## src/rtl/noc_rx_endpoint_pkg.sv

```systemverilog
// Shared types and constants for the NoC receive endpoint.
package chronos;

  // Endpoint operating state: normal traffic or discarding buffered flits.
  typedef enum logic [0:0] {
    RUN   = 1'b0,
    FLUSH = 1'b1
  } noc_rx_state_t;

  // Default receive buffer depth (entries).
  localparam int NOC_RX_FIFO_DEPTH = 4;

  // Increment that sticks at all-ones instead of wrapping.
  function automatic logic [31:0] sat_inc32(input logic [31:0] v);
    return (v == 32'hFFFF_FFFF) ? v : v + 32'd1;
  endfunction

endpackage

```

## src/rtl/noc_rx_endpoint_fifo.sv

```systemverilog
// Receive buffer for the NoC endpoint: circular FIFO with push, pop and drop.
// Drop removes the head exactly like pop but is used for discarding.
module noc_rx_fifo
  import chronos::*;
#(
  parameter int DATA_WIDTH = 32,
  parameter int FIFO_DEPTH = NOC_RX_FIFO_DEPTH,
  localparam int PTR_W = (FIFO_DEPTH > 1) ? $clog2(FIFO_DEPTH) : 1,
  localparam int CNT_W = $clog2(FIFO_DEPTH + 1)
) (
  input  logic                  clk,
  input  logic                  rstn,
  input  logic                  push_i,
  input  logic [DATA_WIDTH-1:0] wdata_i,
  input  logic                  pop_i,
  input  logic                  drop_i,
  output logic [DATA_WIDTH-1:0] rdata_o,
  output logic [CNT_W-1:0]      count_o,
  output logic                  empty_o,
  output logic                  full_o
);

  localparam logic [PTR_W-1:0] PTR_ONE = PTR_W'(1);
  localparam logic [CNT_W-1:0] CNT_ONE = CNT_W'(1);
  localparam logic [CNT_W-1:0] DEPTH_C = CNT_W'(FIFO_DEPTH);

  logic [DATA_WIDTH-1:0] mem_q [FIFO_DEPTH];
  logic [PTR_W-1:0]      wr_ptr_q, wr_ptr_d;
  logic [PTR_W-1:0]      rd_ptr_q, rd_ptr_d;
  logic [CNT_W-1:0]      count_q, count_d;
  logic                  push_ok;
  logic                  rd_adv;

  assign empty_o = (count_q == '0);
  assign full_o  = (count_q == DEPTH_C);
  assign count_o = count_q;
  assign rdata_o = mem_q[rd_ptr_q];

  // Never write into a full buffer or read past an empty one.
  assign push_ok = push_i && !full_o;
  assign rd_adv  = (pop_i || drop_i) && !empty_o;

  // Next pointers (power-of-two depth wraps naturally) and occupancy.
  always_comb begin
    wr_ptr_d = wr_ptr_q;
    rd_ptr_d = rd_ptr_q;
    count_d  = count_q;
    if (push_ok) wr_ptr_d = wr_ptr_q + PTR_ONE;
    if (rd_adv)  rd_ptr_d = rd_ptr_q + PTR_ONE;
    case ({push_ok, rd_adv})
      2'b10:   count_d = count_q + CNT_ONE;
      2'b01:   count_d = count_q - CNT_ONE;
      default: count_d = count_q;
    endcase
  end

  // Pointer and occupancy registers; reset empties the buffer.
  always_ff @(posedge clk or negedge rstn) begin
    if (!rstn) begin
      wr_ptr_q <= '0;
      rd_ptr_q <= '0;
      count_q  <= '0;
    end else begin
      wr_ptr_q <= wr_ptr_d;
      rd_ptr_q <= rd_ptr_d;
      count_q  <= count_d;
    end
  end

  // Payload storage; contents are meaningless until written, so no reset.
  always_ff @(posedge clk) begin
    if (push_ok) mem_q[wr_ptr_q] <= wdata_i;
  end

endmodule

```

## src/rtl/noc_rx_endpoint.sv

```systemverilog
// NoC receive endpoint: buffers incoming flits for the tile, supports a
// flush that discards the buffer one entry per cycle, and optional
// statistics counters enabled by the macro NOC_RX_STATS_EN.
module noc_rx_endpoint
  import chronos::*;
#(
  parameter int DATA_WIDTH = 32,
  parameter int FIFO_DEPTH = NOC_RX_FIFO_DEPTH
) (
  input  logic                  clk,
  input  logic                  rstn,
  input  logic                  m_wvalid,
  output logic                  m_wready,
  input  logic [DATA_WIDTH-1:0] m_wdata,
  output logic                  out_valid,
  input  logic                  out_ready,
  output logic [DATA_WIDTH-1:0] out_data,
  input  logic                  flush,
  output logic                  flush_done,
  output logic [31:0]           rx_count,
  output logic [31:0]           stall_cycles
);

  localparam int CNT_W = $clog2(FIFO_DEPTH + 1);
  localparam logic [CNT_W-1:0] CNT_ONE = CNT_W'(1);

  noc_rx_state_t    state_q, state_d;
  logic             flush_done_q, flush_done_d;
  logic             drop;
  logic             push;
  logic             pop;
  logic [CNT_W-1:0] fifo_count;
  logic             fifo_empty;
  logic             fifo_full;

  noc_rx_fifo #(
    .DATA_WIDTH (DATA_WIDTH),
    .FIFO_DEPTH (FIFO_DEPTH)
  ) u_fifo (
    .clk     (clk),
    .rstn    (rstn),
    .push_i  (push),
    .wdata_i (m_wdata),
    .pop_i   (pop),
    .drop_i  (drop),
    .rdata_o (out_data),
    .count_o (fifo_count),
    .empty_o (fifo_empty),
    .full_o  (fifo_full)
  );

  // Handshakes are gated by rstn so both sides see idle while in reset.
  assign m_wready   = rstn && (state_q == RUN) && !fifo_full;
  assign out_valid  = rstn && (state_q == RUN) && !fifo_empty;
  assign push       = m_wvalid && m_wready;
  assign pop        = out_valid && out_ready;
  assign flush_done = flush_done_q;

  // FSM state and completion pulse registers.
  always_ff @(posedge clk or negedge rstn) begin
    if (!rstn) begin
      state_q      <= RUN;
      flush_done_q <= 1'b0;
    end else begin
      state_q      <= state_d;
      flush_done_q <= flush_done_d;
    end
  end

  // Next state: FLUSH drains one entry per cycle and leaves on the edge
  // where the buffer becomes (or already is) empty.
  always_comb begin
    state_d      = state_q;
    flush_done_d = 1'b0;
    drop         = 1'b0;
    case (state_q)
      RUN: begin
        if (flush) state_d = FLUSH;
      end
      FLUSH: begin
        drop = !fifo_empty;
        if (fifo_count <= CNT_ONE) begin
          state_d      = RUN;
          flush_done_d = 1'b1;
        end
      end
      default: state_d = RUN;
    endcase
  end

`ifdef NOC_RX_STATS_EN
  logic [31:0] rx_count_q;
  logic [31:0] stall_q;

  // Saturating traffic counters: accepted flits and back-pressured cycles.
  always_ff @(posedge clk or negedge rstn) begin
    if (!rstn) begin
      rx_count_q <= '0;
      stall_q    <= '0;
    end else begin
      if (push)                  rx_count_q <= sat_inc32(rx_count_q);
      if (m_wvalid && !m_wready) stall_q    <= sat_inc32(stall_q);
    end
  end

  assign rx_count     = rx_count_q;
  assign stall_cycles = stall_q;
`else
  assign rx_count     = 32'd0;
  assign stall_cycles = 32'd0;
`endif

endmodule

```

## config.mk

```make
export PLATFORM = sky130hd
export DESIGN_NAME = noc_rx_endpoint
export DESIGN_NICKNAME = d
export VERILOG_FILES = /design/src/rtl/noc_rx_endpoint_pkg.sv /design/src/rtl/noc_rx_endpoint_fifo.sv /design/src/rtl/noc_rx_endpoint.sv
export SDC_FILE = /design/constraint.sdc
export NUM_CORES = 1
export LEC_CHECK = 0
export ABC_AREA = 0
export CAP_MARGIN = 20
export CORE_MARGIN = 1.5
export CORE_UTILIZATION = 45
export CTS_CLUSTER_SIZE = 12
export DETAILED_ROUTE_END_ITERATION = 10
export PLACE_DENSITY_LB_ADDON = 0.05
export REMOVE_ABC_BUFFERS = 1
export SETUP_SLACK_MARGIN = 0.4
export SLEW_MARGIN = 10
export SYNTH_ARGS = -nofsm -noshare
export SYNTH_HDL_FRONTEND = slang
export SYNTH_SLANG_ARGS = --single-unit
```

## constraint.sdc

```tcl
create_clock -name clk -period 2.45 [get_ports clk]
set_clock_uncertainty 0.2 [all_clocks]
set_input_delay 0.49 -clock clk [delete_from_list [all_inputs] [get_ports clk]]
set_output_delay 0.49 -clock clk [all_outputs]
set_load 0.005 [all_outputs]
```

==> results.yml, run 1 <==
finish:
  syn_to_final_growth_pct: 33.7
  design_area_sq_um: 7640
  n_antenna_cell: 0
  fillCellCount: 907
  drive_gt1_share_pct: 37.2
  num-nets-final: 465
run_status:
  status: "complete, but fails checks"
  violations: "setup timing"
global_routing:
  grt_first_pass_wirelength_mm: 15.2
  grt-ovfl-total: 0
  grt_antenna_before_repair: 0
  grt_pass1_vias: 2770
  grt_max_degree: 28
  track_usage_pct: 16.1
clocking:
  cts_tree: "done"
  clk_transition_reported_paths_ps: 50
  numClockSinks: 137
  root_buffer: "clkbuf_16"
  cts_buffers: 17
  cts_buffer_depth: 2
  clk-insertion-delay-late_ps: 410
  cts_max_level: 4
timing:
  fin_ws_ps: -62.7
  fin_crit_ps: 2510
  hold_violations: 0
  rsz0062_at_grt: "yes"
  drv_slew: 0
  max_freq_ghz: 0.398
  setup_viol: 6
  holdWs_ps: 373
  period_share_pct: 103
floorplanning:
  placeableCoreArea_sq_um: 12200
  die_h_microns: 116
  rows: 40
  start_util_pct: 46.8
  dieArea_sq_um: 13400
  io_pins: 136
  die_w_microns: 116
placement:
  dp_hpwl_mm: 5.58
  gp_congestion: 0.689
  port_buffers: 71
  dp_slack_ps: -4.63
  dpl_cell_area_sq_um: 6550
worst_setup_path:
  r2r-end: "u_fifo.mem_q[1][0]"
  ff2ff_setup_slack_ps: 240
  r2r_cells: 8
  required_ps: 1760
  cp-start-kind: "register"
  crit_type: "reg -> out"
  crit_path_end_kind: "primary output"
  cp_max_fo: 6
  arrival_ps: 1820
  r2r_start: "u_fifo.count_o[1]"
route:
  drt-total-wl_mm: 10.5
  via_per_inst: 4.61
  drc_errors: 0
  wl_per_cell_microns: 17.6
  ant_nets: 0
  drt_iter0_drc: 160
  vias: 2757
  firstDrtPassIters: 4
synthesis:
  syn_inst: 284
  synth.largest_area_cell: "edfxtp_1"
  yosys.area.top_type_share_pct: 67.3
  avgSynthCellArea_sq_um: 20.1
  ys_seq_area_share_pct: 71.2
  synth.distinct_cells: 27
  ys_top_cells_by_area: "edfxtp_1, mux4_2, buf_4"
  ys_ff_latch: 137
  yosys_warnings: 0
  syn_area_sq_um: 5710
power:
  p_leak_nw: 2.83
  peakVddDrop_v: 0.000509
  power_mw: 7.81
  p_per_area_nw_per_um2: 1020
hold_path:
  min_to: "u_fifo.wr_ptr_q[1]"
  hp-class: "reg -> reg"
  hold_start: "u_fifo.wr_ptr_q[1]"
  hold_depth: 1
flow_run:
  cap_viol_max_count: 0
## power by group
group / total (mW) / internal, mW / switching [mW] / leakage (nW)
Clock: 2.23 / 1.36 / 0.869 / 0.250
Sequential: 2.85 / 2.76 / 0.0975 / 1.26
Combinational: 2.72 / 1.66 / 1.07 / 1.32
Total: 7.81 / 5.77 / 2.03 / 2.83
## kinds of logic (layout without fill, tap and decap cells)
family | Yosys count | in the layout | share of synthesized area [%]
AO/OA/AOI/OAI | 6 | 6 | 0.854
XOR/XNOR | 6 | 6 | 0.920
adder cells (fa/ha/maj) | 9 | 9 | 1.97
buffers and inverters | 78 | 161 | 10.4
flip-flops | 137 | 137 | 71.2
multiplexers | 34 | 34 | 13.2
other | 1 | 64 | 0.0656
AND/OR/NAND/NOR | 13 | 13 | 1.36
## Yosys cell counts
cell type and instances:
o21ai_0 1, buf_12 3, mux4_1 4, mux2_2 1, dfrtp_1 9, nand2_1 1
mux4_2 28, nand2b_4 1, buf_6 1, mux2i_1 1, conb_1 1, buf_2 3
edfxtp_1 128, xnor2_1 3, clkbuf_1 1, nor2_1 4, buf_4 64, nor2b_1 1
a211oi_4 1, nand2b_1 1, a21oi_1 3, and2_1 4, xor2_1 3, o22a_1 1
nor3b_1 1, ha_1 9, inv_1 6
## layout by cell type, fill, tap and decap left out, drive strengths merged
cell type        n
and2             4
bufinv           1
xor2             3
dlygate4sd3      1
conb            64
clkdlybuf4s50   36
dfrtp            9
a21oi            3
mux2             1
nor3b            1
inv              6
a211oi           1
clkbuf          29
nor2             4
o22a             1
mux2i            1
dlygate4sd2      1
nand2            1
o21ai            1
xnor2            3
clkinvlp         1
nor2b            1
edfxtp         128
clkinv           9
ha               9
buf             77
mux4            32
nand2b           2
## final cells by class
class	instances	area (sq um)	share of cell area [%]
Clock buffer	19	433	5.67
Inverter	6	22.5	0.295
Clock inverter	11	83.8	1.10
Tap cell	168	210	2.75
Timing Repair Buffer	125	1480	19.4
Sequential cell	137	4070	53.3
Multi-Input combinational cell	132	1330	17.5
## routing by layer
metal / wire, microns / up-vias / part of all wire (%) / track usage (%)
li1: - / 1244 / - / -
met1: 4490 / 1380 / 43 / 20.3
met2: 5170 / 115 / 49 / 25.9
met3: 625 / 18 / 5.9 / 4.71
met4: 256 / 0 / 2.4 / 7.89
met5: 0 / - / 0 / 0
## flip-flops by register name, indices dropped and copies added, names as in the netlist
| signal | count |
|---|---|
| u_fifo.mem_q | 128 |
| u_fifo.count_o | 3 |
| u_fifo.rd_ptr_q | 2 |
| u_fifo.wr_ptr_q | 2 |
| flush_done | 1 |
| state_q | 1 |
## worst max-delay path, stage by stage (launching register included)
cell	delay, ps
dfrtp_2	410
buf_12	130
buf_12	100
buf_16	120
mux4_2	510
buf_6	130
## timing repair
action	CTS	global route
cloned	4	11
hold buffers	1	0
hold endpoints to repair	9	0
resized for setup	172	8
pin swaps	7	6
setup endpoints to repair	139	166
buffers inserted	20	3
## worst max path at each step
stage                                  start           endpoint  slack, ps
final                     u_fifo.rd_ptr_q[0]       out_data[22]        -60
after detailed placement                rstn  u_fifo.count_o[2]         -5
after global routing      u_fifo.rd_ptr_q[0]       out_data[21]       -110
after CTS                 u_fifo.rd_ptr_q[0]       out_data[22]        -80
after global placement                  rstn           m_wready         40
after floorplan           u_fifo.rd_ptr_q[0]       out_data[17]       -320
## metrics by stage
stage                     TNS (ps)  utilization [%]  std cells
after floorplan              -8750                -        275
after global placement           0             53.6        529
after detailed placement     -4.63             53.6        529
after CTS                     -449             60.0        584
after global routing          -780             62.6        598
final                         -249             62.6        598
Note: power is estimated with default switching activity, not from simulation.
==> run 2, diff against run 1 <==
- GPL_ROUTABILITY_DRIVEN: default -> 0
==> results of run 2 <==
Same layout as run 1: the final DEF is identical, and so are final timing and power.
==> run 3, diff against run 2 <==
- CTS_CLUSTER_DIAMETER: default -> 150
==> results of run 3 <==
Same layout as run 1: the final DEF is identical, and so are final timing and power.
